### config.mk
export PLATFORM = sky130hd
export DESIGN_NAME = alarm_ctrl
export DESIGN_NICKNAME = d
export VERILOG_FILES = /design/src/rtl/alarm_pkg.sv /design/src/rtl/alarm_timer.sv /design/src/rtl/alarm_ctrl.sv
export SDC_FILE = /design/constraint.sdc
export NUM_CORES = 1
export LEC_CHECK = 0
export BUFFER_PORTS_ARGS = -buffer_cell sky130_fd_sc_hd__buf_2
export CORE_MARGIN = 3
export CORE_UTILIZATION = 30
export CTS_BUF_LIST = sky130_fd_sc_hd__clkbuf_8
export CTS_CLUSTER_SIZE = 8
export DETAILED_ROUTE_END_ITERATION = 6
export PLACE_DENSITY = 0.52
export SLEW_MARGIN = 30
export SYNTH_ARGS = -nofsm -noshare
export SYNTH_HDL_FRONTEND = slang
export SYNTH_HIERARCHICAL = 1
export SYNTH_SLANG_ARGS = --single-unit
### constraint.sdc
create_clock -name clk -period 2.6 [get_ports clk]
set_clock_uncertainty 0.15 [all_clocks]
set_input_delay 0.13 -clock clk [delete_from_list [all_inputs] [get_ports clk]]
set_output_delay 0.13 -clock clk [all_outputs]
set_load 0.02 [all_outputs]
### src/rtl/alarm_pkg.sv
// Shared state encoding and sizing helper for the intruder-alarm controller.
package alarm_pkg;

  typedef enum logic [2:0] {
    ST_DISARMED = 3'd0,
    ST_EXIT     = 3'd1,
    ST_ARMED    = 3'd2,
    ST_ENTRY    = 3'd3,
    ST_ALARM    = 3'd4
  } state_e;

  function automatic int max3(input int a, input int b, input int c);
    int m;
    m = (a > b) ? a : b;
    return (m > c) ? m : c;
  endfunction

endpackage

### src/rtl/alarm_timer.sv
// Loadable down-counter shared by the exit, entry and siren intervals.
module alarm_timer #(
  parameter int W = 4
) (
  input  logic         clk,
  input  logic         rst,
  input  logic         load,
  input  logic [W-1:0] load_val,
  input  logic         dec,
  output logic         zero
);

  logic [W-1:0] cnt_q;

  // Load beats decrement; decrement stops at zero instead of wrapping.
  always_ff @(posedge clk or posedge rst) begin
    if (rst) begin
      cnt_q <= '0;
    end else if (load) begin
      cnt_q <= load_val;
    end else if (dec && (cnt_q != '0)) begin
      cnt_q <= cnt_q - 1'b1;
    end
  end

  assign zero = (cnt_q == '0);

endmodule

### src/rtl/alarm_ctrl.sv
// Intruder-alarm controller: away/stay arming, exit/entry delay, timed siren.
// state    | meaning
// DISARMED | idle, zone_latch holds last record
// EXIT     | exit delay, zones ignored
// ARMED    | watching monitored zones
// ENTRY    | delayed zone tripped, waiting for disarm
// ALARM    | siren on for ALARM_CYC cycles
module alarm_ctrl
  import alarm_pkg::*;
#(
  parameter int          N_ZONES    = 3,
  parameter int          EXIT_CYC   = 8,
  parameter int          ENTRY_CYC  = 4,
  parameter int          ALARM_CYC  = 16,
  parameter int unsigned DELAY_MASK = 1,
  parameter int unsigned PERIM_MASK = 3
) (
  input  logic               clk,
  input  logic               rst,
  input  logic [N_ZONES-1:0] x,
  input  logic               sel,
  input  logic               arm,
  input  logic               disarm,
  output logic               y,
  output logic               armed,
  output logic               pending,
  output logic [N_ZONES-1:0] zone_latch,
  output logic [2:0]         state
);

  localparam int TMAX = max3(EXIT_CYC, ENTRY_CYC, ALARM_CYC);
  localparam int TW   = (TMAX > 2) ? $clog2(TMAX) : 1;
  localparam logic [TW-1:0] EXIT_LD  = TW'(EXIT_CYC - 1);
  localparam logic [TW-1:0] ENTRY_LD = TW'(ENTRY_CYC - 1);
  localparam logic [TW-1:0] ALARM_LD = TW'(ALARM_CYC - 1);
  localparam logic [N_ZONES-1:0] DMASK = N_ZONES'(DELAY_MASK);
  localparam logic [N_ZONES-1:0] PMASK = N_ZONES'(PERIM_MASK);

  state_e             state_q, state_d;
  logic               mode_q, mode_d;
  logic [N_ZONES-1:0] zl_q, zl_d;
  logic [N_ZONES-1:0] mon, inst, dly;
  logic               tmr_load, tmr_dec, tmr_zero;
  logic [TW-1:0]      tmr_val;

  assign mon  = x & (mode_q ? PMASK : {N_ZONES{1'b1}});
  assign inst = mon & ~DMASK;
  assign dly  = mon & DMASK;

  alarm_timer #(.W(TW)) u_timer (
    .clk      (clk),
    .rst      (rst),
    .load     (tmr_load),
    .load_val (tmr_val),
    .dec      (tmr_dec),
    .zero     (tmr_zero)
  );

  always_ff @(posedge clk or posedge rst) begin
    if (rst) begin
      state_q <= ST_DISARMED;
      mode_q  <= 1'b0;
      zl_q    <= '0;
    end else begin
      state_q <= state_d;
      mode_q  <= mode_d;
      zl_q    <= zl_d;
    end
  end

  // disarm always wins; a disarm cycle does not add to the zone record
  always_comb begin
    state_d  = state_q;
    mode_d   = mode_q;
    zl_d     = zl_q;
    tmr_load = 1'b0;
    tmr_val  = '0;
    tmr_dec  = 1'b0;
    case (state_q)
      ST_DISARMED: begin
        if (arm && !disarm) begin
          state_d  = ST_EXIT;
          mode_d   = sel;
          zl_d     = '0;
          tmr_load = 1'b1;
          tmr_val  = EXIT_LD;
        end
      end
      ST_EXIT: begin
        if (disarm)        state_d = ST_DISARMED;
        else if (tmr_zero) state_d = ST_ARMED;
        else               tmr_dec = 1'b1;
      end
      ST_ARMED: begin
        if (disarm) begin
          state_d = ST_DISARMED;
        end else if (inst != '0) begin
          state_d  = ST_ALARM;
          tmr_load = 1'b1;
          tmr_val  = ALARM_LD;
          zl_d     = zl_q | mon;
        end else if (dly != '0) begin
          state_d  = ST_ENTRY;
          tmr_load = 1'b1;
          tmr_val  = ENTRY_LD;
          zl_d     = zl_q | mon;
        end
      end
      ST_ENTRY: begin
        if (disarm) begin
          state_d = ST_DISARMED;
        end else begin
          zl_d = zl_q | mon;
          if ((inst != '0) || tmr_zero) begin
            state_d  = ST_ALARM;
            tmr_load = 1'b1;
            tmr_val  = ALARM_LD;
          end else begin
            tmr_dec = 1'b1;
          end
        end
      end
      ST_ALARM: begin
        if (disarm) begin
          state_d = ST_DISARMED;
        end else begin
          zl_d = zl_q | mon;
          if (tmr_zero) state_d = ST_ARMED;
          else          tmr_dec = 1'b1;
        end
      end
      default: state_d = ST_DISARMED;
    endcase
  end

  assign y          = (state_q == ST_ALARM);
  assign armed      = (state_q == ST_ARMED) || (state_q == ST_ENTRY) || (state_q == ST_ALARM);
  assign pending    = (state_q == ST_EXIT) || (state_q == ST_ENTRY);
  assign zone_latch = zl_q;
  assign state      = state_q;

endmodule
==> out/metrics.yaml <==
switching_share_pct: 41.8
hold_path_class: "input port to flop"
p_leak_uw: 0.000473
power_frac_comb_pct: 56.4
row_count: 17
place.gp.congestion: 0.820
insertion_delay_ps: 230
antenna_left: 0
drive_gt1_share_pct: 33.9
stdcell_area_sq_um: 962
grt_pass1_wl_mm: 2.99
internal_power_uw: 608
io_pins: 17
end_kind: "flop"
placed_cell_area_sq_um: 880
utilization_pct: 42.3
worst_pin_slew_ps: 390
grt_max_degree: 11
drcViolationCount: 0
critPathKind: "flop to flop"
ys_seq_area_share_pct: 37.1
finalSetupViolCount: 0
clk_pin_slew_worst_paths_ps: 50
crit_path_start_kind: "flop"
ys_types: 37
cts_max_level: 1
synth_edf_count: 0
start_util_pct: 32.6
nFillCells: 237
fmax_mhz: 408
cts_tree: "built"
final_common_cell: "buf_2"
p_seq_share_pct: 27.9
yosys.area.top_type: "dfrtp_1"
core-area_sq_um: 2280
netlist_area_sq_um: 742
routedWlPerCell_um: 13.1
synthArstFlopShare_pct: 100
syn_nets: 91
drt_iter0_drc: 18
synthFlopType: "dfrtp_1"
worst-path-max-fanout: 8
p_sw_uw: 437
nets: 119
totalWireLength_mm: 1.79
netlist_instances: 82
die_y_um: 55.7
io_buffers: 16
cts_buffer_depth: 2
cellPowerDensity_nw_per_um2: 1090
cts.sinks: 11
final_cell_mix: "buf_2 (16), dfrtp_1 (11), inv_1 (9), buf_4 (7), nand2_1 (6)"
critPathArrivalTime_ps: 2410
clockPowerShare_pct: 15.7
synth_area_leaders: "dfrtp_1 (37%), inv_1 (4.0%), a22o_1 (3.5%), a21oi_1 (3.4%), nand2_1 (3.0%)"
antenna_found_initial: 0
synth_warnings: 6
fin_crit_ps: 2450
cts_root_buffer: "clkbuf_8"
max_cap_viol_count: 0
synth.avg_cell_area_sq_um: 9.05
avgViaCountPerCell: 5.04
vdd_drop_max_mv: 0.492
dp_hpwl_mm: 1.41
tns_ps: 0
syn_to_final_growth_pct: 29.7
first_global_vias: 658
die-area_sq_um: 3110
period_share_pct: 94.2
slew_headroom_pct: 73.8
vias: 690
grtUsageTotal_pct: 12.1
synth-seq-cells: 11
critical_path_required_ps: 2560
status: "complete, no violations"
cts_buffers: 3
dr.pass1.iters: 4
synth_top_cell_area_share_pct: 37.1
die_w_um: 55.7
rsz0062_at_grt: "false"
overflow: 0
slew_violations: 0
insertedDiodeCount: 0
hold_violations: 0
==> per-stage QoR <==
stage / std cells / hold slack [ps] / worst slack [ps] / total power, uW
finish: 137 / 43.8 / 151 / 1040
detailed placement: 129 / -116 / 158 / 857
global placement: 129 / -116 / 214 / 853
CTS: 135 / 33.1 / 149 / 1030
floorplan: 82 / -254 / 173 / 703
global route: 137 / 46.4 / 3.32 / 1150
==> final timing paths <==
kind	start	slack, ps	depth (start not counted)	end
worst max-delay path	u_timer/cnt_q[0]	150	10	u_timer/cnt_q[3]
worst min-delay path	x[1]	40	2	zone_latch[1]
worst max register to register	u_timer/cnt_q[0]	150	10	u_timer/cnt_q[3]
worst min register to register	zone_latch[1]	350	1	zone_latch[1]
max in group asynchronous	rst	1860	3	state[2]
min in group asynchronous	rst	180	3	u_timer/cnt_q[2]
==> cells in the mapped netlist, drive strengths merged, types with 3 or more instances <==
cell type and instances:
nor2 5, o21ai 7, dfrtp 11, a22o 3, nand2 7, inv 8
nor3 4, a21oi 5
==> per-layer routing <==
| layer | track usage, % | share of wire [%] | vias up |
|---|---|---|---|
| li1 | - | - | 349 |
| met1 | 18.1 | 52 | 324 |
| met2 | 16.2 | 43 | 15 |
| met3 | 2.32 | 3.6 | 2 |
| met4 | 5.90 | 1.2 | 0 |
| met5 | 0 | 0 | - |
==> registers in the layout (all words and copies together), names as in the netlist <==
signal	cells
mode_q	1
zone_latch	3
u_timer/cnt_q	4
state	3
==> layout make-up <==
class,count,area [sq um],share of cell area (%)
Tap cell,28,35.0,3.64
Clock buffer,3,41.3,4.29
Timing Repair Buffer,25,153,15.9
Inverter,9,35.0,3.64
Sequential cell,11,275,28.6
Clock inverter,1,3.75,0.390
Multi-Input combinational cell,60,419,43.6
==> logic make-up after synthesis <==
family / Yosys count / share of synthesized area, %
muxes: 2 / 3.04
DFF: 11 / 37.1
and+or+nand+nor: 33 / 28.5
buffers and inverters: 11 / 6.74
AOI/OAI and AO/OA: 24 / 22.9
adders and majority gates: 1 / 1.69
==> power groups by stage <==
stage          clock, uW  combinational [uW]  sequential [uW]
2_1_floorplan          0                 367              336
3_3_place_gp           0                 563              290
3_5_place_dp           0                 564              293
4_1_cts              171                 569              291
5_1_grt              183                 664              302
6_report             164                 589              291
==> critical path, stage by stage, from the launching register on <==
cell     delay [ps]
dfrtp_1         380
inv_1           100
ha_2            210
or3b_4          410
inv_1           110
nand2_1          70
nor3b_1         150
o31ai_1         200
buf_4           190
nor3_1           50
a221o_1         310
==> what timing repair did <==
item                                   in CTS  in global routing
hold buffers                                2                  0
setup buffers                               0                  2
gates resized for setup                     0                  1
endpoints found under the hold margin      12                  0
setup endpoints to repair                   0                  1
Power figures use the tool's default switching activity.
